$ cat src/rtl/rr_arbiter_if.sv
// -----------------------------------------------------------------------------
// rr_arbiter_if
//
// Bundles the request / grant signals of the rr_arbiter so that requesters and
// the arbiter can be connected with a single port.
//
// Signals:
//   req        NUM_REQ    request vector, bit i belongs to requester i
//   rr_mode    1          1 = round-robin, 0 = fixed priority (highest index)
//   gnt        NUM_REQ    one-hot registered grant (all zero when idle)
//   gnt_idx    IDX_WIDTH  binary index of the granted requester
//   gnt_valid  1          a grant is active
//   preempt    1          one-cycle pulse when a grant was ended by the hold limit
//
// Modports:
//   master  requester side: drives req / rr_mode, observes the grant
//   slave   arbiter side:   observes req / rr_mode, drives the grant
// -----------------------------------------------------------------------------
interface rr_arbiter_if #(
  parameter int NUM_REQ   = 16,
  parameter int IDX_WIDTH = 4
);

  logic [NUM_REQ-1:0]   req;
  logic                 rr_mode;
  logic [NUM_REQ-1:0]   gnt;
  logic [IDX_WIDTH-1:0] gnt_idx;
  logic                 gnt_valid;
  logic                 preempt;

  modport master (
    output req,
    output rr_mode,
    input  gnt,
    input  gnt_idx,
    input  gnt_valid,
    input  preempt
  );

  modport slave (
    input  req,
    input  rr_mode,
    output gnt,
    output gnt_idx,
    output gnt_valid,
    output preempt
  );

endinterface : rr_arbiter_if

$ cat src/rtl/rr_arbiter.sv
// -----------------------------------------------------------------------------
// rr_arbiter
//
// N-way arbiter with a registered grant. A requester keeps the grant for as
// long as it holds its request bit. Winner selection is either fixed priority
// (highest index wins) or round-robin (first requester after the previous
// winner), chosen by rr_mode at the moment a new winner is picked.
//
// While the owner holds the grant and somebody else is waiting, a hold counter
// runs. When it reaches MAX_HOLD the owner is preempted: it is excluded from
// the next arbitration, the next winner is granted at the following edge and
// preempt pulses for that one cycle. MAX_HOLD = 0 disables preemption.
//
// When the owner releases while others are waiting, the next winner is chosen
// in the same cycle, so the hand-over has no idle bubble.
//
// Ports:
//   clk   in   clock, all state changes on the rising edge
//   rst   in   asynchronous, active-low reset
//   bus   slave modport of rr_arbiter_if (req, rr_mode in; gnt, gnt_idx,
//         gnt_valid, preempt out, all outputs registered)
//
// Parameters:
//   NUM_REQ    number of requesters, 2..32
//   IDX_WIDTH  ceil(log2(NUM_REQ))
//   MAX_HOLD   max consecutive grant cycles while another requester waits
//   CNT_WIDTH  hold counter width, 2**CNT_WIDTH > MAX_HOLD
// -----------------------------------------------------------------------------
module rr_arbiter #(
  parameter int NUM_REQ   = 16,
  parameter int IDX_WIDTH = 4,
  parameter int MAX_HOLD  = 15,
  parameter int CNT_WIDTH = 4
) (
  input  logic        clk,
  input  logic        rst,
  rr_arbiter_if.slave bus
);

  typedef enum logic {
    IDLE  = 1'b0,
    GRANT = 1'b1
  } state_t;

  localparam logic [IDX_WIDTH-1:0] PTR_RESET = IDX_WIDTH'(NUM_REQ - 1);
  localparam logic [CNT_WIDTH-1:0] HOLD_MAX  = CNT_WIDTH'(MAX_HOLD);
  localparam logic [NUM_REQ-1:0]   ONE_HOT_0 = NUM_REQ'(1);
  localparam bit                   LIMIT_ON  = (MAX_HOLD != 0);

  // ---------------------------------------------------------------------------
  // Winner selection helpers
  // ---------------------------------------------------------------------------

  // Highest-index set bit; later iterations overwrite earlier ones.
  function automatic logic [IDX_WIDTH-1:0] pick_fixed(
    input logic [NUM_REQ-1:0] v
  );
    logic [IDX_WIDTH-1:0] w;
    w = '0;
    for (int i = 0; i < NUM_REQ; i++) begin
      if (v[i]) w = IDX_WIDTH'(i);
    end
    return w;
  endfunction

  // First set bit searching upward from ptr+1 with wrap-around. The loop walks
  // the circular order backwards so the candidate closest after ptr is the
  // last one written. ptr itself is visited last (offset NUM_REQ).
  function automatic logic [IDX_WIDTH-1:0] pick_rr(
    input logic [NUM_REQ-1:0]   v,
    input logic [IDX_WIDTH-1:0] ptr
  );
    logic [IDX_WIDTH-1:0] w;
    int                   j;
    w = '0;
    for (int k = NUM_REQ; k >= 1; k--) begin
      j = (int'(ptr) + k) % NUM_REQ;
      if (v[j]) w = IDX_WIDTH'(j);
    end
    return w;
  endfunction

  // ---------------------------------------------------------------------------
  // State
  // ---------------------------------------------------------------------------
  state_t               state_q,     state_d;
  logic [NUM_REQ-1:0]   gnt_q,       gnt_d;
  logic [IDX_WIDTH-1:0] gnt_idx_q,   gnt_idx_d;
  logic                 gnt_valid_q, gnt_valid_d;
  logic                 preempt_q,   preempt_d;
  logic [CNT_WIDTH-1:0] hold_cnt_q,  hold_cnt_d;
  logic [IDX_WIDTH-1:0] ptr_q,       ptr_d;

  // ---------------------------------------------------------------------------
  // Request decode relative to the current owner
  // ---------------------------------------------------------------------------
  logic [NUM_REQ-1:0]   others;
  logic                 owner_req;
  logic                 others_pend;
  logic                 hold_at_max;
  logic                 preempt_cond;

  // gnt_q is one-hot (or zero), so masking with it avoids indexing req with a
  // value that could exceed NUM_REQ-1 for non power-of-two sizes.
  assign owner_req    = |(bus.req & gnt_q);
  assign others       = bus.req & ~gnt_q;
  assign others_pend  = |others;
  assign hold_at_max  = (hold_cnt_q == HOLD_MAX);
  assign preempt_cond = LIMIT_ON && hold_at_max && others_pend && owner_req;

  // ---------------------------------------------------------------------------
  // Next-state logic
  // ---------------------------------------------------------------------------
  logic                 arb_en;
  logic [NUM_REQ-1:0]   cand;
  logic [IDX_WIDTH-1:0] win;

  always_comb begin
    state_d     = state_q;
    gnt_d       = gnt_q;
    gnt_idx_d   = gnt_idx_q;
    gnt_valid_d = gnt_valid_q;
    preempt_d   = 1'b0;
    hold_cnt_d  = hold_cnt_q;
    ptr_d       = ptr_q;
    arb_en      = 1'b0;
    cand        = '0;
    win         = '0;

    case (state_q)
      IDLE: begin
        if (|bus.req) begin
          arb_en = 1'b1;
          cand   = bus.req;
        end
      end

      GRANT: begin
        if (!owner_req) begin
          // Release: a release on the limit cycle lands here, so it is a
          // plain hand-over and never raises preempt.
          if (others_pend) begin
            arb_en = 1'b1;
            cand   = others;
          end else begin
            state_d     = IDLE;
            gnt_d       = '0;
            gnt_idx_d   = '0;
            gnt_valid_d = 1'b0;
            hold_cnt_d  = '0;
          end
        end else if (preempt_cond) begin
          // The owner is left out of the candidates, which in fixed mode lets
          // lower priorities through for this one arbitration.
          arb_en    = 1'b1;
          cand      = others;
          preempt_d = 1'b1;
        end else if (others_pend && !hold_at_max) begin
          hold_cnt_d = hold_cnt_q + CNT_WIDTH'(1);
        end
      end

      default: begin
        state_d = IDLE;
      end
    endcase

    // rr_mode only matters here, so toggling it mid-grant has no effect.
    if (arb_en) begin
      win         = bus.rr_mode ? pick_rr(cand, ptr_q) : pick_fixed(cand);
      state_d     = GRANT;
      gnt_d       = ONE_HOT_0 << win;
      gnt_idx_d   = win;
      gnt_valid_d = 1'b1;
      ptr_d       = win;
      hold_cnt_d  = '0;
    end
  end

  // ---------------------------------------------------------------------------
  // Registers
  // ---------------------------------------------------------------------------
  always_ff @(posedge clk or negedge rst) begin
    if (!rst) begin
      state_q     <= IDLE;
      gnt_q       <= '0;
      gnt_idx_q   <= '0;
      gnt_valid_q <= 1'b0;
      preempt_q   <= 1'b0;
      hold_cnt_q  <= '0;
      ptr_q       <= PTR_RESET;
    end else begin
      state_q     <= state_d;
      gnt_q       <= gnt_d;
      gnt_idx_q   <= gnt_idx_d;
      gnt_valid_q <= gnt_valid_d;
      preempt_q   <= preempt_d;
      hold_cnt_q  <= hold_cnt_d;
      ptr_q       <= ptr_d;
    end
  end

  // ---------------------------------------------------------------------------
  // Outputs
  // ---------------------------------------------------------------------------
  assign bus.gnt       = gnt_q;
  assign bus.gnt_idx   = gnt_idx_q;
  assign bus.gnt_valid = gnt_valid_q;
  assign bus.preempt   = preempt_q;

endmodule : rr_arbiter

$ cat src/flat_wrapper.sv
// flat-port wrapper written by rule: the top's interface ports become plain ports
module rr_arbiter_flat 
#(
  parameter int NUM_REQ   = 16,
  parameter int IDX_WIDTH = 4,
  parameter int MAX_HOLD  = 15,
  parameter int CNT_WIDTH = 4
)
  (clk, rst, bus_req, bus_rr_mode, bus_gnt, bus_gnt_idx, bus_gnt_valid, bus_preempt);
  rr_arbiter_if #(.NUM_REQ(NUM_REQ), .IDX_WIDTH(IDX_WIDTH)) bus_i ();
  input  logic clk;
  input  logic rst;
  input wire logic [$bits(bus_i.req)-1:0] bus_req;
  input wire logic [$bits(bus_i.rr_mode)-1:0] bus_rr_mode;
  output wire logic [$bits(bus_i.gnt)-1:0] bus_gnt;
  output wire logic [$bits(bus_i.gnt_idx)-1:0] bus_gnt_idx;
  output wire logic [$bits(bus_i.gnt_valid)-1:0] bus_gnt_valid;
  output wire logic [$bits(bus_i.preempt)-1:0] bus_preempt;
  assign bus_i.req = bus_req;
  assign bus_i.rr_mode = bus_rr_mode;
  assign bus_gnt = bus_i.gnt;
  assign bus_gnt_idx = bus_i.gnt_idx;
  assign bus_gnt_valid = bus_i.gnt_valid;
  assign bus_preempt = bus_i.preempt;
  rr_arbiter #(.NUM_REQ(NUM_REQ), .IDX_WIDTH(IDX_WIDTH), .MAX_HOLD(MAX_HOLD), .CNT_WIDTH(CNT_WIDTH)) u_core (.clk(clk), .rst(rst), .bus(bus_i));
endmodule
$ cat config.mk
export PLATFORM = sky130hd
export DESIGN_NAME = rr_arbiter_flat
export DESIGN_NICKNAME = d
export VERILOG_FILES = /design/src/rtl/rr_arbiter_if.sv /design/src/rtl/rr_arbiter.sv /design/src/flat_wrapper.sv
export SDC_FILE = /design/constraint.sdc
export NUM_CORES = 1
export LEC_CHECK = 0
export ABC_AREA = 1
export BUFFER_PORTS_ARGS = -buffer_cell sky130_fd_sc_hd__buf_2
export CAP_MARGIN = 20
export CORE_ASPECT_RATIO = 0.6
export CORE_MARGIN = 1.5
export CORE_UTILIZATION = 61
export CTS_CLUSTER_SIZE = 14
export DETAILED_ROUTE_END_ITERATION = 16
export MAX_ROUTING_LAYER = met4
export PLACE_DENSITY = 0.92
export RECOVER_POWER = 50
export SYNTH_ARGS = -nofsm -noshare
export SYNTH_HDL_FRONTEND = slang
export SYNTH_SLANG_ARGS = --single-unit
$ cat constraint.sdc
create_clock -name clk -period 4.6 [get_ports clk]
set_clock_uncertainty 0.15 [all_clocks]
set_input_delay 0.23 -clock clk [delete_from_list [all_inputs] [get_ports clk]]
set_output_delay 0.23 -clock clk [all_outputs]
set_load 0.005 [all_outputs]
==> results.py <==
metrics = {
    "critical_path": {
        "rr_endpoint": "u_core.bus.gnt[0]",
        "cp_slowest_cell": "o21ai_0",
        "regToRegStartpoint": "u_core.bus.gnt[8]",
        "cp_common_cell": "nand2_1",
        "required_ns": 4.67,
        "path_class": "flop to flop",
        "critPathCaptureType": "flop",
        "r2r_slack_ns": 0.46,
        "slowest_delay_ns": 0.51,
        "worstPathMaxFanout": 37,
        "r2r_cells": 29,
        "startpoint_type": "flop",
        "critPathArrivalTime_ns": 4.21,
    },
    "timing": {
        "rsz0062_at_grt": "false",
        "period_needed_ns": 4.14,
        "slew_viol_final": 32,
        "relSlewSlack_pct": -14.0,
        "fin_tns_setup_ns": 0,
        "worst_slew_pin_slew_ns": 1.71,
        "period_share_pct": 90.1,
        "max_clock_freq_mhz": 241,
        "finalHoldViolCount": 0,
        "setup_viol": 0,
    },
    "run_status": {
        "violations": "max-capacitance violations, max-slew violations",
        "status": "complete, but fails checks",
    },
    "clock_network": {
        "post-cts-setup-buffers": 0,
        "cts_tree": "yes",
        "cts_root_buf": "clkbuf_8",
        "cts_hold_buf": 1,
        "cts_sinks": 31,
        "insertion_delay_ns": 0.29,
        "cts_made_buffers": 5,
        "cts_buffer_depth": 2,
        "cts_resized": 0,
        "htreeDepth": 2,
        "cts.reportedPaths.clkPinSlew_ns": 0.07,
    },
    "place": {
        "port_buffers": 40,
        "gp_congestion": 1.09,
        "hpwl_mm": 10.1,
    },
    "detailed_routing": {
        "drt_iter0_markers": 685,
        "via_count": 4709,
        "wl_mm": 13.1,
        "vias_per_cell": 6.08,
        "drt-wirelength-per-cell_um": 16.9,
        "drc": 0,
        "firstDrtPassIters": 6,
        "postRouteAntennaNets": 0,
    },
    "synthesis": {
        "synth_seq_area_share_pct": 20.8,
        "synth_area_leaders": "nand2_1 (24%), dfrtp_1 (18%), nand3_1 (14%)",
        "synth.cell_area_mm2": 0.00375,
        "async_flop_share_pct": 100,
        "syn_area_per_cell_um2": 5.71,
        "synthDistinctLibCells": 37,
        "synth_nets": 685,
        "netlist_instances": 658,
        "ys.flop_type": "dfrtp_1",
        "yosys_warnings": 0,
        "ys_ff_latch": 31,
        "synth_largest_area_cell": "nand2_1",
        "synth_top_area_share_pct": 24.1,
        "synth_edf_count": 0,
    },
    "global_route": {
        "grt.busiest_layer": "met1",
        "grtUsageTotal_pct": 41.5,
        "grt_start_max_net_pins": 38,
        "antenna_found_initial": 0,
        "grt_remaining_overflow": 0,
        "met1_usage_pct": 58.5,
        "grt_pass1_vias": 4335,
        "grtUsageMet2_pct": 57.1,
        "grt_pass1_wl_mm": 21.0,
        "use_met3_pct": 14.9,
    },
    "min_path": {
        "min_from": "bus_req[3]",
        "hold-path-cell-count": 5,
        "worst_hold_path_type": "primary input to flop",
        "holdPathEnd": "u_core.state_q",
    },
    "floorplan": {
        "core_area_mm2": 0.00575,
        "fp-row-count": 21,
        "dieArea_mm2": 0.00665,
        "die_h_um": 63.8,
        "io_pins": 41,
        "initial_core_util_pct": 65.3,
        "fp.dieW_um": 104,
    },
    "layout": {
        "antennaDiodeCount": 0,
        "layout_common_cells": "nand2_1 (241), nand3_1 (107), inv_1 (76)",
        "final_nets": 721,
        "drive_gt1_share_pct": 12.8,
        "final_common_cell": "nand2_1",
        "areaGrowthSynthToFinish_pct": 10.2,
    },
    "flow_run": {
        "cap_viol_max_count": 1,
    },
}
layout make-up:
| class | count | area [um2] |
|---|---|---|
| clock buffer | 6 | 72.6 |
| clock inverter | 2 | 60.1 |
| fill | 474 | 1620 |
| inverter | 83 | 312 |
| multi-input combinational | 525 | 2560 |
| sequential | 31 | 781 |
| tap | 80 | 100 |
| timing repair buffer | 48 | 255 |
state kept, by name, summed over array words and instances, names as in the netlist:
signal                cells
u_core.ptr_q              4
u_core.bus.gnt_idx        4
u_core.state_q            1
u_core.bus.preempt        1
u_core.hold_cnt_q         4
u_core.bus.gnt_valid      1
u_core.bus.gnt           16
metal layers:
layer	wire length, um	vias to the layer above
met5	0	-
met4	145	0
met3	2360	25
met2	5070	357
met1	5520	2114
li1	-	2213
worst max-delay path by stage:
stage                            from                 end  slack, ns  cells after the start
global placement      u_core.ptr_q[2]   u_core.bus.gnt[2]       0.89                     25
floorplan             u_core.ptr_q[1]   u_core.bus.gnt[2]       1.30                     27
global route        u_core.bus.gnt[8]   u_core.bus.gnt[0]       0.15                     29
finish              u_core.bus.gnt[8]   u_core.bus.gnt[0]       0.46                     29
detailed placement  u_core.bus.gnt[8]  u_core.bus.gnt[14]       0.80                     29
CTS                 u_core.bus.gnt[8]  u_core.bus.gnt[14]       0.73                     29
cell usage after synthesis, types with 2 or more instances:
cell        n
a21boi_0    3
a21oi_1    56
a21oi_4     2
a31oi_1     2
buf_1       2
buf_2       9
buf_6       3
clkbuf_1    5
clkinv_1    2
dfrtp_1    27
dfstp_2     4
ha_1        8
inv_1      76
inv_2       5
nand2_1   241
nand2_2    13
nand2_4     3
nand3_1   107
nand3_2     6
nand4_1    19
nor2_1     25
nor2_2      2
nor2_4      2
o211ai_1    3
o21a_1      2
o21ai_0    12
o21ai_1     4
xnor2_1     2
xor2_1      5
critical path: cells and delay by family, from the launching register on:
family	cells	cell delay, ns
DFF	1	0.48
AOI/OAI and AO/OA	2	0.57
and+or+nand+nor	27	2.85
per-stage QoR:
stage / util (%) / hold WS, ns / instances / instance area [um2] / setup slack (ns)
3_3_place_gp: 69.6 / 0.145 / 766 / 4000 / 0.894
6_report: 71.9 / 0.167 / 775 / 4140 / 0.457
2_1_floorplan: - / -0.216 / 658 / 3750 / 1.30
5_1_grt: 71.9 / 0.198 / 775 / 4140 / 0.155
4_1_cts: 72.0 / 0.170 / 775 / 4150 / 0.732
3_5_place_dp: 69.6 / 0.149 / 766 / 4000 / 0.805
cell families after synthesis:
kind of cell	synth area share (%)
fa+ha+maj	2.67
compound gates	13.5
simple gates	50.3
flops	20.8
xor+xnor	1.63
buf+inv	11.1
Power is not shown: default switching activity piles up to over one toggle a cycle in this logic, so the estimate is an artifact.
